**config.mk**
```make
export PLATFORM = sky130hd
export DESIGN_NAME = fetch_stage
export DESIGN_NICKNAME = d
export VERILOG_FILES = /design/src/rtl/fetch_pkg.sv /design/src/rtl/fetch_pc_reg.sv /design/src/rtl/fetch_stage.sv
export SDC_FILE = /design/constraint.sdc
export NUM_CORES = 1
export LEC_CHECK = 0
export ABC_AREA = 1
export CORE_MARGIN = 4
export CORE_UTILIZATION = 40
export DETAILED_ROUTE_END_ITERATION = 6
export PLACE_DENSITY = 0.83
export SLEW_MARGIN = 20
export SYNTH_ARGS = -nofsm -noshare
export SYNTH_HDL_FRONTEND = slang
export SYNTH_HIERARCHICAL = 1
export SYNTH_SLANG_ARGS = --single-unit
export TNS_END_PERCENT = 20
```
**constraint.sdc**
```tcl
create_clock -name clk -period 2.7 [get_ports clk]
set_input_delay 0.54 -clock clk [delete_from_list [all_inputs] [get_ports clk]]
set_output_delay 0.54 -clock clk [all_outputs]
set_load 0.01 [all_outputs]
```
**src/rtl/fetch_pkg.sv**
```systemverilog
// ============================================================================
// Module      : fetch_pkg
// Description : Shared types and constants for the instruction-fetch stage.
// Revision    : 1.0  initial release
// ============================================================================
`default_nettype none

package fetch_pkg;

    localparam int PC_W    = 6;
    localparam int INSTR_W = 32;

    typedef logic [PC_W-1:0]    pc_t;
    typedef logic [INSTR_W-1:0] instr_t;

    localparam pc_t    RESET_PC  = 6'd0;
    localparam instr_t NOP_WORD  = 32'h0007_8000;
    localparam instr_t HALT_WORD = 32'hFFFF_FFFF;

    typedef struct packed {
        instr_t instr;
        pc_t    pc;
        logic   valid;
    } if_id_t;

    localparam if_id_t IF_ID_RESET = {NOP_WORD, {PC_W{1'b0}}, 1'b0};

endpackage : fetch_pkg

`default_nettype wire

```
**src/rtl/fetch_pc_reg.sv**
```systemverilog
// ============================================================================
// Module      : fetch_pc_reg
// Description : Program counter with redirect/hold/increment mux and wrap pulse.
// Revision    : 1.0  initial release
// ============================================================================
`default_nettype none

module fetch_pc_reg
    import fetch_pkg::*;
(
    input  logic clk,
    input  logic rst_n,
    input  logic redirect_i,
    input  pc_t  redirect_pc_i,
    input  logic advance_i,
    output pc_t  pc_o,
    output logic wrapped_o
);

    pc_t  pc_q;
    pc_t  pc_d;
    logic wrapped_q;
    logic wrapped_d;

    always_comb begin
        pc_d      = pc_q;
        wrapped_d = 1'b0;
        if (redirect_i) begin
            pc_d = redirect_pc_i;
        end else if (advance_i) begin
            pc_d      = pc_q + pc_t'(1);
            wrapped_d = (pc_q == '1);
        end
    end

    always_ff @(posedge clk or negedge rst_n) begin
        if (!rst_n) begin
            pc_q      <= RESET_PC;
            wrapped_q <= 1'b0;
        end else begin
            pc_q      <= pc_d;
            wrapped_q <= wrapped_d;
        end
    end

    assign pc_o      = pc_q;
    assign wrapped_o = wrapped_q;

endmodule : fetch_pc_reg

`default_nettype wire

```
**src/rtl/fetch_stage.sv**
```systemverilog
// ============================================================================
// Module      : fetch_stage
// Description : Instruction-fetch stage: PC, IF/ID register, stall/redirect/flush.
//               Optional halt-on-HALT_WORD support with `define FETCH_HALT_EN.
// Revision    : 1.0  initial release
// ============================================================================
`default_nettype none

module fetch_stage
    import fetch_pkg::*;
(
    input  logic   clk,
    input  logic   rst_n,
    input  logic   en,
    input  logic   stall,
    input  logic   redirect_valid,
    input  pc_t    redirect_pc,
    output pc_t    count,
    input  instr_t instruction,
    output instr_t if_instr,
    output pc_t    if_pc,
    output logic   if_valid,
    output logic   wrapped,
    output logic   halted
);

    if_id_t if_id_q;
    if_id_t if_id_d;
    pc_t    pc;
    logic   is_halted;
    logic   do_redirect;
    logic   do_fetch;
    logic   halt_hit;
    logic   advance;

    assign do_redirect = redirect_valid && !is_halted;
    assign do_fetch    = !do_redirect && !is_halted && !stall && en;
    assign advance     = do_fetch && !halt_hit;

`ifdef FETCH_HALT_EN
    logic halted_q;
    logic halted_d;

    assign halt_hit = do_fetch && (instruction == HALT_WORD);

    always_comb begin
        halted_d = halted_q | halt_hit;
    end

    always_ff @(posedge clk or negedge rst_n) begin
        if (!rst_n) begin
            halted_q <= 1'b0;
        end else begin
            halted_q <= halted_d;
        end
    end

    assign is_halted = halted_q;
`else
    assign halt_hit  = 1'b0;
    assign is_halted = 1'b0;
`endif

    fetch_pc_reg u_pc_reg (
        .clk           (clk),
        .rst_n         (rst_n),
        .redirect_i    (do_redirect),
        .redirect_pc_i (redirect_pc),
        .advance_i     (advance),
        .pc_o          (pc),
        .wrapped_o     (wrapped)
    );

    // if_pc is left untouched on flush/bubble; only valid entries carry meaning.
    always_comb begin
        if_id_d = if_id_q;
        if (do_redirect) begin
            if_id_d.instr = NOP_WORD;
            if_id_d.valid = 1'b0;
        end else if (is_halted) begin
            if_id_d.valid = 1'b0;
        end else if (stall) begin
            if_id_d = if_id_q;
        end else if (!en) begin
            if_id_d.valid = 1'b0;
        end else begin
            if_id_d.instr = instruction;
            if_id_d.pc    = pc;
            if_id_d.valid = 1'b1;
        end
    end

    always_ff @(posedge clk or negedge rst_n) begin
        if (!rst_n) begin
            if_id_q <= IF_ID_RESET;
        end else begin
            if_id_q <= if_id_d;
        end
    end

    assign count    = pc;
    assign if_instr = if_id_q.instr;
    assign if_pc    = if_id_q.pc;
    assign if_valid = if_id_q.valid;
    assign halted   = is_halted;

endmodule : fetch_stage

`default_nettype wire

```
==> metrics.yaml <==
logic_synthesis:
  avgSynthCellArea_um2: 8.85
  synth_seq_area_share_pct: 55.8
  synthCells: 234
  async_flop_share_pct: 100
  synth_cell_type_count: 22
  synth_nets: 278
  synth_area_um2: 2070
  synth_ff_type: "dfrtp_1"
  ys_ff_latch: 46
  synth_edf_count: 0
  yosys_warnings: 6
power_and_ir_drop:
  p_leak_nw: 1.46
  power_density_nw_per_um2: 502
  peakVddDrop_mv: 0.272
clock_network:
  h-tree-depth: 2
  post_cts_buffers: 0
  cts.sinks: 46
  clk_latency_ns: 0.29
  root_buffer: "clkbuf_8"
  clockBufferDepth: 2
  cts_made_buffers: 5
  clk_pin_slew_ns: 0.08
  cts_tree: "done"
  ctsResizeCount: 0
  hold_buffers: 0
cells_and_area:
  drive_above_1_share_pct: 7.84
  antenna_cells: 0
  num-nets-final: 362
  fin_cells: 386
  area_growth_pct: 47.0
timing:
  fin_crit_sh_pct: 71.9
  slew_headroom_pct: 34.4
  slew_violations: 0
  fin_crit_ns: 1.94
  rsz0062_at_grt: "false"
  finalSetupViolCount: 0
  hold_viol: 0
  fin_setup_tns_ns: 0
  finalClockSkew_ns: 0.00539
  worst_slew_pin_slew_ns: 0.984
  clock.fmax_mhz: 515
route:
  drt_iter0_markers: 104
  routed-wl-met2_um: 2690
  first_pass_iters: 4
  vias_per_cell: 5.03
  vias: 1943
  top_layer_used: "met4"
  post_drt_wl_per_cell_um: 14.3
  drc_errors: 0
  wl_um: 5530
  dr_wl_met3_um: 346
  wl_met1_um: 2470
  antenna_left: 0
worst_setup_path:
  startpoint: "u_pc_reg/pc_o[2]"
  r2r-end: "u_pc_reg/pc_o[4]"
  max_stage_delay_ns: 0.61
  crit_family: "buffers and inverters"
  cp-start-kind: "flip-flop"
  endpoint: "count[2]"
  cp_max_fo: 8
  reg2reg_slack_ns: 1.60
  rr_startpoint: "u_pc_reg/pc_o[0]"
  crit_type: "reg2out"
  cp.arrival_ns: 1.40
  critPathCaptureType: "output pin"
  rr_worst_depth: 4
  crit_buf_inv: 1
  crit_cells: 1
  slowest_stage: "clkdlybuf4s50_1"
  cp.required_ns: 2.16
  crit_path_cell_trace: "clkdlybuf4s50_1"
run:
  drv_cap: 0
place:
  hpwl_um: 3970
  finalWeightedCongestion: 0.852
  port_buffers: 88
  placed_cells: 378
floorplan:
  row_count: 25
  initial_core_util_pct: 42.5
  ios: 90
  die_w_um: 80.0
  coreArea_um2: 4880
  die-area_um2: 6400
  die_h_um: 80.0
global_route:
  grt_pass1_vias: 1818
  grt-ovfl-total: 0
  grt_pass1_wl_um: 8910
  antenna_found_initial: 0
  grt_max_degree: 46
  groute.usage.overall_pct: 17.7
min_path:
  holdCritPathClass: "in2async"
outcome:
  outcome: "complete, no violations"
-- cell families (layout without fill, tap and decap cells) --
family                     Yosys count  after routing  share of synthesized area [%]
xor gates and xnor gates             1              1                          0.423
and+or+nand+nor                    154            154                           33.7
other                                1              1                          0.181
AOI/OAI and AO/OA                    7              7                           2.29
buffers and inverters               24            109                           7.00
adders and majority gates            1              1                          0.604
DFF                                 46             46                           55.8
-- report_power, final --
part,internal [W],total [W],switching (W)
Combinational,0.000177,0.000322,0.000146
Clock,0.000207,0.000422,0.000215
Sequential,0.000742,0.000785,0.0000431
-- sequential cells by signal, summed over array words and instances, names as in the netlist --
| name | flops |
|---|---|
| if_instr | 32 |
| if_pc | 6 |
| u_pc_reg/pc_o | 6 |
| if_valid | 1 |
| u_pc_reg/wrapped_o | 1 |
-- how the worst min path moves through the flow --
stage | from | cells after the start | slack, ns | endpoint
6_report | rst_n | 1 | 0.41 | if_instr[14]
5_1_grt | rst_n | 1 | 0.47 | if_instr[14]
4_1_cts | rst_n | 1 | 0.43 | if_instr[8]
3_5_place_dp | if_pc[4] | 2 | 0.47 | if_pc[4]
3_3_place_gp | if_pc[4] | 2 | 0.46 | if_pc[4]
2_1_floorplan | rst_n | 0 | 0.24 | if_instr[0]
-- final cells by class --
class / count / area, µm²
flip-flops and latches: 46 / 1160
well taps: 67 / 83.8
fillers: 449 / 1830
inverters: 8 / 30.0
clock inverters: 1 / 5.00
repair buffers: 93 / 913
multi-input cells: 164 / 771
clock buffers: 7 / 86.3
-- synthesized netlist by cell type (all sizes together), types with 2 or more instances --
cell / n / area (µm²)
a21boi: 2 / 15.0
a22oi: 2 / 15.0
buf: 16 / 115
dfrtp: 42 / 1050
dfstp: 4 / 105
inv: 8 / 30.0
nand2: 65 / 251
nand3: 73 / 365
nand4: 2 / 12.5
nor2: 13 / 63.8
o21ai: 2 / 10.0
-- metrics by stage --
| stage | setup slack [ns] | total power [W] | area [µm²] | hold slack (ns) | util, % |
|---|---|---|---|---|---|
| 2_1_floorplan | 1.18 | 0.000921 | 2070 | 0.244 | - |
| 3_3_place_gp | 0.684 | 0.00112 | 2950 | 0.462 | 60.5 |
| 3_5_place_dp | 0.602 | 0.00112 | 2950 | 0.469 | 60.5 |
| 4_1_cts | 0.748 | 0.00154 | 3050 | 0.432 | 62.4 |
| 5_1_grt | 0.715 | 0.00160 | 3050 | 0.471 | 62.4 |
| 6_report | 0.758 | 0.00153 | 3050 | 0.408 | 62.4 |
-- layer usage --
metal | track usage [%] | vias up
li1 | - | 935
met1 | 23.9 | 930
met2 | 28.5 | 75
met3 | 4.74 | 3
met4 | 4.05 | 0
met5 | 0 | -
-- cell usage in the layout, fill, tap and decap left out, drive strengths merged, types with 2 or more instances in the layout --
cell type      synthesis  routed
a21boi                 2       2
a22oi                  2       2
buf                   16       6
clkbuf                 0       7
clkdlybuf4s50          0      87
dfrtp                 42      42
dfstp                  4       4
inv                    8       8
nand2                 65      65
nand3                 73      73
nand4                  2       2
nor2                  13      13
o21ai                  2       2
No activity file was read; power rests on OpenSTA's default activity.
==> patch (same flow settings) <==
Register the output `count`, without a reset; this adds one clock of latency there. The other outputs are not delayed to match.
--- a/src/rtl/fetch_stage.sv
+++ b/src/rtl/fetch_stage.sv
@@ -99,5 +99,7 @@
     end
 
-    assign count    = pc;
+    always_ff @(posedge clk) begin
+        count <= pc;
+    end
     assign if_instr = if_id_q.instr;
     assign if_pc    = if_id_q.pc;
Formal check against the unedited RTL: not equivalent (Yosys sat finds a counterexample within 4 cycles, from zero or initial values and one cycle with rst_n low).
==> patch against the original RTL <==
Non-clock buffer count is 1 lower; sequential cell count is 6 higher; critical path type unchanged; critical endpoint is now if_instr[18]; register-to-register slack hardly changed; final area is 3.6% higher; total power is 6.3% higher; critical path depth stayed put; setup slack better by 0.018 ns; clock skew is 0.0034 ns lower; wire length is 1.5% higher; sequential share of layout area is 2.5 points higher; first-iteration DRC count is 3.8% higher; area after synthesis is 5.8% higher.
==> patch: results (changes against the original RTL) <==
Power and ir drop:
- The combinational fraction of design power is 19.9% (-1.2 points).
- The net switching power came to 0.426 mW (+5.4%).
- The worst IR drop on VDD came to 0.000369 V (+36%).

Logic synthesis:
- The summed instance area of the synthesized netlist came to 2190 sq um (+5.8%).
- By area the synthesized netlist is led by sky130_fd_sc_hd__dfrtp_1, sky130_fd_sc_hd__nand3_1, sky130_fd_sc_hd__nand2_1.
- The share of synthesized area occupied by flip-flops and latches is 58.2% (+2.4 points).
- The post-synthesis net count was 284 (+2.2%).
- The async set-reset flop share out of synthesis came to 88.5% (-12 points).
- The count of unique library cells instantiated by Yosys was 23 (+4.5%).

Cells and area:
- The fraction of final layout cells with drive strength greater than 1 is 7.10% (-0.74 points).
- The filler cell count in the final layout was 472 (+5.1%).

Worst setup path:
- The largest fanout on the critical path is 2 (-6).
- In this run the critical register-to-register path is captured at u_pc_reg/wrapped_o$_DFF_PN0_.
- The largest stage delay on the critical path is 0.56 ns (-0.05 ns).
- The signal arrival time at the worst endpoint is 1.38 ns (-0.02 ns).
- The number of cells on the worst reg-to-reg path was 3 (-1).

Placed design:
- The detailed placement HPWL came to 4.02 mm (+1.4%).
- The count of buffers inserted at the top-level ports is 88 (unchanged).

Detailed routing:
- The routed length on met2 is 2.68 mm (-0.33%).
- The detailed-routing wirelength on met1 was 2.37 mm (-4.0%).
- The routed length on met3 came to 550 microns (+59%).
- The total via count in the routed design is 1955 (+0.62%).
- The number of DRC violations after detailed-routing iteration 0 is 108 (+3.8%).
- The wire length per cell is 14.3 microns (-0.53%).

Global routing:
- The number of global-route vias before repair is 1900 (+4.5%).
- The fraction of met3 tracks used by global routing is 5.48% (+0.74 points).
- The global router's overall resource usage came to 17.8% (+0.077 points).
- The maximum number of pins on one net before global-route repair is 47 (+2.2%).

STA:
- The worst clock skew is 0.00202 ns (-0.00336 ns).
- The headroom to the max-slew limit is 62.1% (+28 points).

Outcome:
- The flow ran to the end, and the final reports show no timing, DRC or antenna violations.
patch: cells by family after synthesis:
logic type | after synthesis | synth area share (%)
other | 1 | 0.171
DFF | 52 | 58.2
adders and majority gates | 1 | 0.571
AOI/OAI and AO/OA | 7 | 2.17
xor gates and xnor gates | 1 | 0.400
buffers and inverters | 24 | 6.62
and+or+nand+nor | 154 | 31.8
patch: layout make-up:
cell class	instances	area, sq um	share of cell area (%)
repair buffers	92	908	28.8
multi-input cells	164	771	24.4
flip-flops and latches	52	1280	40.5
inverters	8	30.0	0.952
clock inverters	1	5.00	0.159
clock buffers	7	76.3	2.42
well taps	70	87.6	2.78
patch: worst register-to-register path: stages (launching register included):
cell and delay [ns]:
sky130_fd_sc_hd__dfrtp_1 0.47, sky130_fd_sc_hd__ha_1 0.25, sky130_fd_sc_hd__nand4_1 0.12, sky130_fd_sc_hd__nor3_1 0.18
patch: per-stage QoR:
stage	worst slack [ns]	instance area, sq um	total power [mW]	cells
global placement	0.692	3070	1.22	386
finish	0.776	3150	1.63	394
CTS	0.759	3150	1.64	394
global route	0.713	3150	1.72	394
floorplan	1.18	2190	1.02	240
detailed placement	0.639	3070	1.23	386
patch: how the worst max path moves through the flow:
stage	from	to	slack (ns)	depth (start not counted)
floorplan	stall	u_pc_reg/pc_o[5]$_DFFE_PN0P_	1.18	7
global placement	stall	if_instr[28]$_DFFE_PN0P_	0.69	5
detailed placement	stall	if_instr[15]$_DFFE_PN1P_	0.64	5
CTS	if_instr[18]$_DFFE_PN1P_	if_instr[18]	0.76	1
global route	if_instr[18]$_DFFE_PN1P_	if_instr[18]	0.71	1
finish	if_instr[18]$_DFFE_PN1P_	if_instr[18]	0.78	1
